## src/rtl/mem_wb_pipeline_reg_pkg.sv

```systemverilog
// Shared CPU definitions for the MEM/WB stage: default field widths and the
// write-back source encodings decoded downstream by the write-back multiplexer.
package mem_wb_pipeline_reg_pkg;

  localparam int DEF_DATA_WIDTH  = 32;
  localparam int DEF_RD_WIDTH    = 5;
  localparam int DEF_WBSEL_WIDTH = 2;

  typedef enum logic [1:0] {
    WB_SEL_ALU  = 2'b00,
    WB_SEL_DMEM = 2'b01,
    WB_SEL_PC4  = 2'b10,
    WB_SEL_IMM  = 2'b11
  } wb_sel_e;

endpackage

```

## src/rtl/mem_wb_pipeline_reg.sv

```systemverilog
// MEM/WB pipeline register: captures all fields together each cycle, holds them
// while memory stalls, and clears them on a synchronous active-low reset.
module mem_wb_pipeline_reg
  import mem_wb_pipeline_reg_pkg::*;
#(
  parameter int DATA_WIDTH  = DEF_DATA_WIDTH,
  parameter int RD_WIDTH    = DEF_RD_WIDTH,
  parameter int WBSEL_WIDTH = DEF_WBSEL_WIDTH
) (
  input  logic [RD_WIDTH-1:0]    IN_INSTRUCTION,
  input  logic [DATA_WIDTH-1:0]  IN_PC_4,
  input  logic [DATA_WIDTH-1:0]  IN_ALU_RESULT,
  input  logic [DATA_WIDTH-1:0]  IN_IMMEDIATE,
  input  logic [DATA_WIDTH-1:0]  IN_DMEM_OUT,
  input  logic [WBSEL_WIDTH-1:0] IN_WB_SEL,
  input  logic                   IN_REG_WRITE_EN,
  output logic [RD_WIDTH-1:0]    OUT_INSTRUCTION,
  output logic [DATA_WIDTH-1:0]  OUT_PC_4,
  output logic [DATA_WIDTH-1:0]  OUT_ALU_RESULT,
  output logic [DATA_WIDTH-1:0]  OUT_IMMEDIATE,
  output logic [DATA_WIDTH-1:0]  OUT_DMEM_OUT,
  output logic [WBSEL_WIDTH-1:0] OUT_WB_SEL,
  output logic                   OUT_REG_WRITE_EN,
  input  logic                   CLK,
  input  logic                   RESET,
  input  logic                   BUSYWAIT
);

  logic [RD_WIDTH-1:0]    instruction_r;
  logic [DATA_WIDTH-1:0]  pc_4_r;
  logic [DATA_WIDTH-1:0]  alu_result_r;
  logic [DATA_WIDTH-1:0]  immediate_r;
  logic [DATA_WIDTH-1:0]  dmem_out_r;
  logic [WBSEL_WIDTH-1:0] wb_sel_r;
  logic                   reg_write_en_r;

  // Field register: reset outranks the stall hold so a stalled stage can still be flushed.
  always_ff @(posedge CLK) begin
    if (!RESET) begin
      instruction_r  <= '0;
      pc_4_r         <= '0;
      alu_result_r   <= '0;
      immediate_r    <= '0;
      dmem_out_r     <= '0;
      wb_sel_r       <= '0;
      reg_write_en_r <= 1'b0;
    end else if (!BUSYWAIT) begin
      instruction_r  <= IN_INSTRUCTION;
      pc_4_r         <= IN_PC_4;
      alu_result_r   <= IN_ALU_RESULT;
      immediate_r    <= IN_IMMEDIATE;
      dmem_out_r     <= IN_DMEM_OUT;
      wb_sel_r       <= IN_WB_SEL;
      reg_write_en_r <= IN_REG_WRITE_EN;
    end else begin
      instruction_r  <= instruction_r;
      pc_4_r         <= pc_4_r;
      alu_result_r   <= alu_result_r;
      immediate_r    <= immediate_r;
      dmem_out_r     <= dmem_out_r;
      wb_sel_r       <= wb_sel_r;
      reg_write_en_r <= reg_write_en_r;
    end
  end

  assign OUT_INSTRUCTION  = instruction_r;
  assign OUT_PC_4         = pc_4_r;
  assign OUT_ALU_RESULT   = alu_result_r;
  assign OUT_IMMEDIATE    = immediate_r;
  assign OUT_DMEM_OUT     = dmem_out_r;
  assign OUT_WB_SEL       = wb_sel_r;
  assign OUT_REG_WRITE_EN = reg_write_en_r;

endmodule

```

## config.mk

```make
export PLATFORM = sky130hd
export DESIGN_NAME = mem_wb_pipeline_reg
export DESIGN_NICKNAME = d
export VERILOG_FILES = /design/src/rtl/mem_wb_pipeline_reg_pkg.sv /design/src/rtl/mem_wb_pipeline_reg.sv
export SDC_FILE = /design/constraint.sdc
export NUM_CORES = 1
export LEC_CHECK = 0
export ABC_AREA = 1
export CAP_MARGIN = 20
export CORE_ASPECT_RATIO = 1.75
export CORE_MARGIN = 4
export CORE_UTILIZATION = 40
export CTS_CLUSTER_SIZE = 8
export DETAILED_ROUTE_END_ITERATION = 10
export GPL_ROUTABILITY_DRIVEN = 0
export PLACE_DENSITY_LB_ADDON = 0.3
export SYNTH_ARGS = -nofsm -noshare
export SYNTH_HDL_FRONTEND = slang
export SYNTH_SLANG_ARGS = --single-unit
```

## constraint.sdc

```tcl
create_clock -name CLK -period 1.2 [get_ports CLK]
set_input_delay 0.24 -clock CLK [delete_from_list [all_inputs] [get_ports CLK]]
set_output_delay 0.24 -clock CLK [all_outputs]
set_load 0.03 [all_outputs]
```

After elaboration in Yosys (flattened, before gate mapping)
Cells that the tools add are included.
Widths: inputs -> output; s select.
{ "word_totals": {"out_inout_bits": 136, "register_bits": 136} }

Logic depth before layout (Yosys ltp)
{ "logic_depth": {"depth_word": 0, "depth_mapped": 5, "ltp_nobuf": 4} }

Worst setup path after synthesis
No wires, ideal clock.
{ "synth_path": {"path_kind": "input port to flip-flop", "startpoint": "input BUSYWAIT", "endpoint": "register alu_result_r[0], in the netlist OUT_ALU_RESULT[0]", "setup_ns": 0.113, "path_buffers": 3, "path_stages": 5, "arrival_ns": 0.824, "path_slack_ns": 0.264, "cell_sequence": "buf_2 buf_4 buf_4 nor2_1 nor2_1"} }
{ "synth_rtl": {"columns": ["element", "line", "rtl"], "rows": [
  ["from (decl)", "mem_wb_pipeline_reg.sv:26", "input logic BUSYWAIT"],
  ["to (signal assigned)", "mem_wb_pipeline_reg.sv:58", "alu_result_r <= alu_result_r;"],
  ["to (decl)", "mem_wb_pipeline_reg.sv:31", "logic [DATA_WIDTH-1:0] alu_result_r;"]
]} }

Final worst setup path
{ "layout_path": {"startpoint": "register dmem_out_r[0], in the netlist OUT_DMEM_OUT[0]", "endpoint": "output OUT_DMEM_OUT[0]"} }
{ "layout_rtl": {"columns": ["element", "line", "rtl"], "rows": [
  ["from (decl)", "mem_wb_pipeline_reg.sv:33", "logic [DATA_WIDTH-1:0] dmem_out_r;"],
  ["from (signal assigned)", "mem_wb_pipeline_reg.sv:60", "dmem_out_r <= dmem_out_r;"],
  ["to (decl)", "mem_wb_pipeline_reg.sv:21", "output logic [DATA_WIDTH-1:0] OUT_DMEM_OUT,"]
]} }
No word-level cell between the ends.

==> implementation parameters <==
Parameter                              Value

Run status
  Outcome    completed

GRT
  Overflow left after global routing    0
  Wire length of the first global-routing pass    23.92 mm
  Largest net degree at the start of global routing    51
  Antenna violations before repair    0
  Via count of the first global-routing pass    5,040
  Total global-route track usage    0.1873

STA
  Ratio of final minimum period to clock period    0.9684
  Maximum achievable frequency    0.8606 GHz
  Final hold viol count    0
  Worst max-slew margin expressed relative to the limit    0.8460
  RSZ-0062 raised after global routing    no
  Worst-case setup margin in the final layout    37.96 ps
  Worst Max-Slew Pin Slew    231.0 ps
  Setup Skew    0 ps
  Shortest period the worst path allows    1162 ps
  Max Transition Viols Final    0
  Sum of negative setup slack    0 ps
  Final setup vio count    0

Worst setup path
  Depth of the critical timing path with buffers and inverters included    1
  Top cell family by delay on the critical path    flip-flops
  Data arrival time of the worst path    920 ps
  Critical-path cell list    buf_6
  CP max-delay cell    sky130_fd_sc_hd__dfxtp_1
  CP Buf/Inv Count    1
  Worst stage delay on the critical path    370 ps
  Required time reported for the critical path endpoint    960 ps
  Kind of start point of the critical path    register
  CP Capture Type    output pin
  WS Path Type    register to output pin
  Top fanout value on the critical path    2
  Length in cells of the worst reg-to-reg path    4

Floorplan
  Die area    0.01581 mm2
  Effective utilization at floorplan    0.4101
  Standard cell core area    0.01345 mm2
  Number of rows in the core area    56
  Vertical die dimension    163.4 um
  X dimension of the die    96.78 um
  Count of boundary I/O pins    275

Detailed routing
  ANT nets after route    0
  Final Routed Wirelength    15.32 mm
  Routed via count divided by cell count    4.169
  Number of detailed-route iterations in the first pass    4
  DRC marker count from the first detailed-route iteration    159
  DRC violation count after routing    0
  Per-cell routed wire length    11.70 um
  Total number of vias    5,462

Power and ir drop
  Cell Int Power    9.701 mW
  Clock network fraction of total power    0.429
  Leakage component of the power    4.559 nW
  Pwr Total    13.20 mW
  Logic pwr share    0.192
  Share of total power in sequential cells    0.379
  Power per standard cell area    1505 mW/mm2
  Switching Share    0.2653
  Switching power    3.503 mW
  Worst voltage drop across the vdd grid    0.8970 mV

Synth
  Yosys Warn Count    0
  Flop and latch count out of synthesis    136
  Portion of the post-synthesis area used by sequential elements    0.4935
  Mapped cell area    0.005517 mm2
  Synthesized netlist cell count    861
  Nets in the synthesized netlist    1,000
  Unique cell type count in the Yosys netlist    7
  Mean cell area of the mapped netlist    6.407 um2

Placement
  Detailed-placement wirelength estimate    11.50 mm
  Post-Place Worst Slack    111.6 ps
  Total of buffers placed on input and output ports    274

Final layout
  Area added between synthesis and finish    59.08%
  Number of antenna diodes    0
  Most used cells in the layout excluding fill and tap cells    sky130_fd_sc_hd__nor2_1, sky130_fd_sc_hd__nand2_1, sky130_fd_sc_hd__buf_4, sky130_fd_sc_hd__inv_1, sky130_fd_sc_hd__clkdlybuf4s50_1
  Number of nets in the layout    1,264
  Share of layout cells above drive strength 1    0.1620

Min path
  Hold depth    3
  Path type of the worst min-delay path    input port to register

Clock network
  # H-tree levels    4
  Clock buffer depth    2
  Clock root cell    sky130_fd_sc_hd__clkbuf_16
  Number of clock sinks    136
  Number of buffers added by the clock tree synthesis step    17
  TritonCTS clock tree    done
  Post-cts hold buffer count    0
  Clock network latency to the later pin of the worst-skew pair    400 ps
  Reg clk slew, reported paths    60 ps

Job
  Number of maximum-capacitance constraint violations    0
[worst paths after layout]
path | from | to | slack (ps)
worst max-delay path | OUT_DMEM_OUT[0]$_SDFFE_PN0N_ | OUT_DMEM_OUT[0] | 40
worst min-delay path | RESET | OUT_DMEM_OUT[0]$_SDFFE_PN0N_ | 180
worst max register to register | OUT_IMMEDIATE[7]$_SDFFE_PN0N_ | OUT_IMMEDIATE[7]$_SDFFE_PN0N_ | 550
worst min register to register | OUT_ALU_RESULT[28]$_SDFFE_PN0N_ | OUT_ALU_RESULT[28]$_SDFFE_PN0N_ | 500
[state kept, by name (all words and copies together) (netlist names)]
signal,count
OUT_INSTRUCTION,5
OUT_REG_WRITE_EN,1
OUT_DMEM_OUT,32
OUT_IMMEDIATE,32
OUT_WB_SEL,2
OUT_PC_4,32
OUT_ALU_RESULT,32
[metal layers]
metal / vias up / share of wire / track usage
li1: 2950 / - / -
met1: 2287 / 0.36 / 0.1831
met2: 192 / 0.52 / 0.3377
met3: 33 / 0.083 / 0.07265
met4: 0 / 0.040 / 0.1003
met5: - / 0 / 0
[area by class of cell]
class,instances,area [um2]
repair buffers,290,2641
clock buffers,19,442.9
fillers,1184,4677
multi-input cells,544,2042
well taps,174,217.7
clock inverters,11,197.7
flip-flops and latches,136,2724
inverters,136,510.5
[per-stage QoR]
stage / instances / instance area [um2] / hold WS, ps / utilization
final: 1310 / 8776 / 183.9 / 0.6523
after global routing: 1310 / 8776 / 183.6 / 0.6523
after CTS: 1310 / 8748 / 168.9 / 0.6503
after detailed placement: 1280 / 8104 / 494.8 / 0.6024
after global placement: 1280 / 8104 / 491.5 / 0.6024
after floorplan: 861 / 5517 / 369.4 / -
[kinds of logic (layout without fill, tap and decap cells)]
group / Yosys count / in the layout / share of synthesized area
AND/OR/NAND/NOR: 544 / 544 / 0.3702
flip-flops: 136 / 136 / 0.4935
buffers and inverters: 181 / 456 / 0.1363
[power groups by stage]
stage	combinational [mW]	sequential [mW]	clock (mW)
after CTS	2.55	5.00	5.80
final	2.53	5.01	5.67
after global routing	2.75	5.04	6.01
after global placement	2.51	5.09	0
after floorplan	0.747	5.73	0
after detailed placement	2.54	5.10	0
[what timing repair did]
action | 4_1_cts | 5_1_grt
endpoints found under the setup margin | 1 | 7
pin swaps | 0 | 0
buffers inserted | 0 | 0
gates resized for setup | 1 | 8
[cell usage after synthesis]
| master | count | share of area |
|---|---|---|
| sky130_fd_sc_hd__inv_1 | 136 | 0.093 |
| sky130_fd_sc_hd__dfxtp_1 | 136 | 0.49 |
| sky130_fd_sc_hd__nand2_1 | 272 | 0.19 |
| sky130_fd_sc_hd__buf_2 | 25 | 0.023 |
| sky130_fd_sc_hd__nor2_1 | 272 | 0.19 |
| sky130_fd_sc_hd__clkbuf_1 | 9 | 0.0061 |
| sky130_fd_sc_hd__buf_4 | 11 | 0.015 |
No activity file was read; power rests on OpenSTA's default activity.
